<file path="config.mk">
export PLATFORM = sky130hd
export DESIGN_NAME = imem_fetch_ctrl
export DESIGN_NICKNAME = d
export VERILOG_FILES = /design/src/rtl/imem_fetch_ctrl.sv
export SDC_FILE = /design/constraint.sdc
export NUM_CORES = 1
export LEC_CHECK = 0
export CAP_MARGIN = 5
export CORE_UTILIZATION = 45
export DETAILED_ROUTE_END_ITERATION = 10
export PLACE_DENSITY = 0.81
export SLEW_MARGIN = 30
export SYNTH_ARGS = -nofsm -noshare
export SYNTH_HDL_FRONTEND = slang
export SYNTH_SLANG_ARGS = --single-unit
</file>
<file path="constraint.sdc">
create_clock -name clk -period 9.5 [get_ports clk]
set_input_delay 1.425 -clock clk [delete_from_list [all_inputs] [get_ports clk]]
set_output_delay 1.425 -clock clk [all_outputs]
set_load 0.005 [all_outputs]
</file>
<file path="src/rtl/imem_fetch_ctrl.sv">
// Instruction fetch controller: walks fetch_pc through a combinational instruction
// memory, buffers {pc, word} pairs in a small FIFO for decode, halts on ebreak.
module imem_fetch_ctrl #(
  parameter logic [31:0] RESET_PC = 32'h0000_0000,
  parameter int          DEPTH    = 2
) (
  input  logic        clk,
  input  logic        reset,
  output logic [31:0] imem_addr,
  input  logic [31:0] imem_rdata,
  input  logic        redirect_valid,
  input  logic [31:0] redirect_pc,
  output logic        instr_valid,
  input  logic        instr_ready,
  output logic [31:0] instr,
  output logic [31:0] instr_pc,
  output logic        halted,
  output logic [1:0]  state_dbg
);

  // Handshake: an entry leaves the queue on a rising edge where instr_valid && instr_ready,
  // unless redirect_valid or reset is high that cycle (the queue is discarded instead).

  localparam int PW = (DEPTH == 4) ? 2 : 1;
  localparam int CW = PW + 1;
  localparam logic [31:0] EBREAK = 32'h0010_0073;

  typedef enum logic [1:0] {
    ST_IDLE   = 2'd0,
    ST_FETCH  = 2'd1,
    ST_HALTED = 2'd2
  } state_t;

  state_t          state_q, state_d;
  logic [31:0]     fetch_pc_q;
  logic [31:0]     pc_mem   [DEPTH];
  logic [31:0]     word_mem [DEPTH];
  logic [PW-1:0]   wr_ptr_q, rd_ptr_q;
  logic [CW-1:0]   count_q;
  logic            full, hs, push, pop;

  assign imem_addr   = fetch_pc_q;
  assign instr_valid = (count_q != '0);
  assign instr       = word_mem[rd_ptr_q];
  assign instr_pc    = pc_mem[rd_ptr_q];
  assign full        = (count_q == CW'(DEPTH));
  assign hs          = instr_valid && instr_ready;
  assign pop         = hs && !redirect_valid;

  always_ff @(posedge clk) begin
    if (reset) state_q <= ST_IDLE;
    else       state_q <= state_d;
  end

  always_comb begin
    state_d = state_q;
    case (state_q)
      ST_IDLE:   state_d = ST_FETCH;
      ST_FETCH:  if (push && imem_rdata == EBREAK) state_d = ST_HALTED;
      ST_HALTED: state_d = ST_HALTED;
      default:   state_d = ST_IDLE;
    endcase
    if (redirect_valid) state_d = ST_FETCH;
  end

  // A full queue still accepts a push when the head leaves in the same cycle.
  always_comb begin
    push      = (state_q == ST_FETCH) && !redirect_valid && (!full || hs);
    halted    = (state_q == ST_HALTED);
    state_dbg = state_q;
  end

  always_ff @(posedge clk) begin
    if (reset) begin
      fetch_pc_q <= RESET_PC;
      wr_ptr_q   <= '0;
      rd_ptr_q   <= '0;
      count_q    <= '0;
    end else if (redirect_valid) begin
      fetch_pc_q <= {redirect_pc[31:2], 2'b00};
      wr_ptr_q   <= '0;
      rd_ptr_q   <= '0;
      count_q    <= '0;
    end else begin
      if (push) begin
        fetch_pc_q <= fetch_pc_q + 32'd4;
        wr_ptr_q   <= wr_ptr_q + PW'(1);
      end
      if (pop) rd_ptr_q <= rd_ptr_q + PW'(1);
      case ({push, pop})
        2'b10:   count_q <= count_q + CW'(1);
        2'b01:   count_q <= count_q - CW'(1);
        default: count_q <= count_q;
      endcase
    end
  end

  always_ff @(posedge clk) begin
    if (!reset && push) begin
      pc_mem[wr_ptr_q]   <= fetch_pc_q;
      word_mem[wr_ptr_q] <= imem_rdata;
    end
  end

endmodule

</file>
; Word level (Yosys, flattened, before mapping)
; Memory sizes are Yosys's and may differ from the RTL's. A register that Yosys moved wholly into a read port is not among the register bits.
; Index checks and enable logic that the tools add are counted.
[classes]
reduce_logical = 15
addsub = 5
eq_ne = 8
muxes = 12
[op_table]
columns = op, n
row1 = 32-bit 2-to-1 mux, 2
row2 = "32-bit by 3-bit adder with 32-bit output, second input constant", 1
row3 = "32-bit by 21-bit equality test with 1-bit output, second input constant", 1
row4 = 1-bit 2-to-1 mux, 7
row5 = "2-bit equality test, second input constant", 3
row6 = 1-bit logical AND, 6
row7 = 2-bit one-hot mux with 3 select lines, 1
row8 = 2-bit nonzero test, 3
row9 = "2-bit by 1-bit equality test with 1-bit output, second input constant", 2
row10 = 2-bit one-hot mux with 2 select lines, 1
row11 = 1-bit logical NOT, 3
row12 = "3-bit inequality test, second input constant", 1
row13 = "1-bit adder, second input constant", 2
row14 = "2-bit by 1-bit adder with 2-bit output, second input constant", 1
row15 = 2-bit logical NOT, 1
row16 = 2-bit 2-to-1 mux, 1
row17 = "2-bit inequality test, second input constant", 1
row18 = 2-bit OR reduction, 1
row19 = "2-bit by 1-bit subtractor with 2-bit output, second input constant", 1
row20 = 1-bit logical OR, 1
[totals]
out_inout_bits = 100
n_memories = 2
ramBits = 128
reg_bits = 38
word_cells = 49
[mem_list]
columns = memory, depth, width, read_ports, rd_ports_with_merged_regs, write_ports, line_no
row1 = pc_mem, 2, 32, 1, 1, 1, 36  ; logic [31:0] pc_mem [DEPTH];
row2 = word_mem, 2, 32, 1, 1, 1, 37  ; logic [31:0] word_mem [DEPTH];

; Longest topological paths before layout
[logic_depth]
ltp_word = 8
ltp_mapped = 7

; Worst setup path after synthesis
; Ideal clock, no wire load.
[synth_path]
kind = in2reg
from = input instr_ready
to = memory pc_mem[0][10] (enable)
cell_stages = 4
setup_slack_ns = 4.437
arrival_ns = 4.581
n_path_buf = 1
path_cell_list = or3b_2 > clkbuf_1 > nand3_1 > nor2_1
[synth_between]
elab_chain_cells = 6
[synth_rtl]
columns = element, line_no
row1 = "start, declared", 14  ; input logic instr_ready,
row2 = 1-bit logical AND, 47  ; assign hs = instr_valid && instr_ready;
row3 = 1-bit logical OR, 68  ; push = (state_q == ST_FETCH) && !redirect_valid && (!full || hs);
row4 = 1-bit logical AND, 68
row5 = 1-bit logical AND, 99  ; if (!reset && push) begin
row6 = 1-bit 2-to-1 mux, 99
row7 = 1-bit 2-to-1 mux (implied by the code), 100  ; pc_mem[wr_ptr_q] <= fetch_pc_q;
row8 = "end, declared", 36
; Every way passes these cells.

; Worst setup path after layout
[layout_path]
from = input reset
to = memory word_mem[1][28] (enable)
[layout_between]
elab_chain_cells = 4
[layout_rtl]
columns = element, line_no
row1 = "start, declared", 8  ; input logic reset,
row2 = 1-bit logical NOT, 99
row3 = 1-bit logical AND, 99
row4 = 1-bit 2-to-1 mux, 99
row5 = 1-bit 2-to-1 mux (implied by the code), 101  ; word_mem[wr_ptr_q] <= imem_rdata;
row6 = "end, declared", 37
; Every way passes these cells.

==> impl_results.md <==
- Global Route Usage Sum: 0.217
- Initial DRC count: 527
- Max stage delay on crit path: 0.79 ns
- Cts bufs inserted: 17
- Top_reg_cell synth: edfxtp_1
- Setup TNS: 0 ns
- Routed length per instance: 19.8 microns
- Layout area overhead: 34.3%
- CTS Hold Bufs: 0
- Seq cells post-synth: 161
- # setup viols final: 0
- Critical Path Start: reset
- Worst-margin pin slew: 0.926 ns
- Die width: 126 microns
- Clk buf depth: 2
- Final worst path period share: 0.471
- Site row count: 44
- Top-area cell type share of the netlist area: 0.541
- Fmax: 0.224 GHz
- Mapped Cells: 502
- Number of synthesis warnings: 0
- LEAKAGE: 3.02 nW
- Starting Density: 0.467
- Post-synthesis cell area: 6890 sq um
- I/O Pins: 168
- ANT nets after route: 0
- # DRC: 0
- Clock-pin slew on the worst setup and hold paths: 0.07 ns
- Worst setup path endpoint: word_mem[1][28]
- Synth cell types: 52
- CP max FO: 39
- HPWL Detailed: 11.3 mm
- Power Density: 176 nW/um^2
- Pin count of the biggest net entering global routing: 63
- RSZ-0062 raised after global routing: false
- Critical Path End Type: flip-flop
- GR Overflow Total: 0
- Core area: 14800 sq um
- # clock sinks: 161
- FF-to-FF End: word_mem[1][28]
- Synth cell count leaders: edfxtp_1 (124), mux2_2 (62), dfxtp_1 (37)
- Power share of the sequential group: 0.496
- Worst hold slack: 0.512 ns
- Setup slack, reg-to-reg: 5.91 ns
- Net Sw Frac: 0.230
- VDD IR-drop max: 133 uV
- Worst EP required: 9.57 ns
- Worst clock skew: 0.00706 ns
- Crit path launch type: input pin
- Slew margin rel.: 0.381
- CP most frequent cell: buf_4
- Avg Inst Size Synth: 13.7 sq um
- H-tree depth: 4
- Vias post-DR: 4994
- Min-Delay Path Class: reg -> reg
- Clk pwr share: 0.416
- Ant. Diodes: 0
- CTS root buffer: clkbuf_16
- Most common cell in the netlist: edfxtp_1
- DR vias/cell: 5.83
- Comb power frac: 0.088
- Antenna violations before repair: 0
- Die footprint: 15800 sq um
- Asr flop ratio synth: 0
- Share of layout cells above drive strength 1: 0.167
- Sequential share of the synthesized area: 0.648
- R2R depth: 5
- Switch Pwr: 0.375 mW
- First-pass GRT wire length: 26.4 mm
- Clock Latency Late Sink: 0.43 ns
- EDFF count, synth: 124
- Postcts setup bufs: 0
- Final Cell Area: 9250 sq um
- Max Cap Violations: 0
- Die Ht: 126 microns
- P_int: 1.26 mW
- GP Congestion: 0.833
- Arr. time, crit path: 4.54 ns
- Synth area leader: edfxtp_1
- Fin nets: 732
- Number of global-route vias before repair: 5016
- Slowest CP cell: and2_2
- Post-CTS Resized: 0
- I/O Buffers: 161
- Max Slew Vio Count: 0
- Main area contributors after synthesis: edfxtp_1 (54%), dfxtp_1 (11%), mux2_2 (10%)
- Outcome: finished clean
- Setup CP Type: in -> reg
- Endpoints failing hold: 0
- DR pass1 iterations: 7
- Reg2reg start: state_dbg[0]
- CTS tree: yes
- Critical Path, Cell by Cell: clkdlybuf4s50_1, buf_4, or2_2, nor3_1, and2_2, buf_4
- Dpl cell area: 8660 sq um
- Final worst path period need: 4.47 ns
- Final wirelength: 17.0 mm
-- power by group through the flow --
stage / clock network (mW) / logic [mW] / registers, mW
finish: 0.678 / 0.143 / 0.808
global route: 0.709 / 0.154 / 0.811
CTS: 0.682 / 0.144 / 0.807
detailed placement: 0 / 0.143 / 0.823
global placement: 0 / 0.139 / 0.820
floorplan: 0 / 0.0566 / 0.815
-- per-layer routing --
metal,wire (microns),global-route usage,vias up
li1,-,-,2286
met1,7090,0.273,2437
met2,8300,0.359,244
met3,1210,0.0514,27
met4,365,0.0907,0
met5,0,0,-
-- sequential cells by signal, indices dropped and copies added (netlist names), named ones only --
signal     flops
word_mem      64
pc_mem        60
imem_addr     30
rd_ptr_q       1
wr_ptr_q       1
state_dbg      2
count_q        2
-- cell type report --
cell class / instances / area (sq um)
clock buffer: 17 / 425
clock inverter: 15 / 159
fill: 1079 / 5500
inverter: 10 / 37.5
multi-input combinational: 302 / 2280
sequential: 161 / 4470
tap: 184 / 230
timing repair buffer: 167 / 1660
-- placed cells by master (no fill, tap or decap), types with 4 or more instances in the layout --
cell type / instances
a21oi_1: 5
a31oi_1: 10
mux2_2: 62
edfxtp_1: 124
o211ai_1: 10
nor2_1: 26
clkdlybuf4s50_1: 161
buf_4: 6
a211oi_1: 9
o31ai_1: 7
o21ai_0: 6
xor2_1: 9
inv_6: 4
dfxtp_1: 36
clkbuf_16: 17
conb_1: 4
and2_1: 8
nand4_1: 16
nand2_1: 17
or3_1: 7
nor4_1: 8
or4_1: 17
inv_1: 9
nand3_1: 18
and4_1: 6
a311oi_1: 5
ha_1: 5
-- logic make-up after synthesis --
| group | synth area share |
|---|---|
| buffers and inverters | 0.0254 |
| adder cells (fa/ha/maj) | 0.00908 |
| multiplexers | 0.101 |
| other | 0.000544 |
| AND/OR/NAND/NOR | 0.126 |
| AO/OA/AOI/OAI | 0.0756 |
| XOR/XNOR | 0.0140 |
| flip-flops | 0.648 |
-- worst max-delay path: cells and delay by family --
family,cells,cell delay [ns]
buffers and inverters,3,1.19
and+or+nand+nor,3,1.90
-- through the flow --
step                      power [mW]  std cells  worst slack (ns)   util
final                           1.63        856              5.03  0.627
after global routing            1.67        856              4.84  0.627
after CTS                       1.63        856              5.03  0.627
after detailed placement       0.965        824              4.58  0.587
after global placement         0.959        824              4.68  0.587
after floorplan                0.872        505              4.44      -
-- worst min-delay path by stage --
| stage | from | to | slack (ns) | cells past startpoint |
|---|---|---|---|---|
| after floorplan | imem_addr[12] | pc_mem[0][12] | 0.47 | 0 |
| after global placement | rd_ptr_q | flip-flop | 0.49 | 2 |
| after detailed placement | rd_ptr_q | rd_ptr_q | 0.50 | 2 |
| after CTS | rd_ptr_q | rd_ptr_q | 0.52 | 2 |
| after global routing | rd_ptr_q | rd_ptr_q | 0.54 | 2 |
| final | count_q[1] | count_q[1] | 0.51 | 2 |
Power figures use the tool's default switching activity.
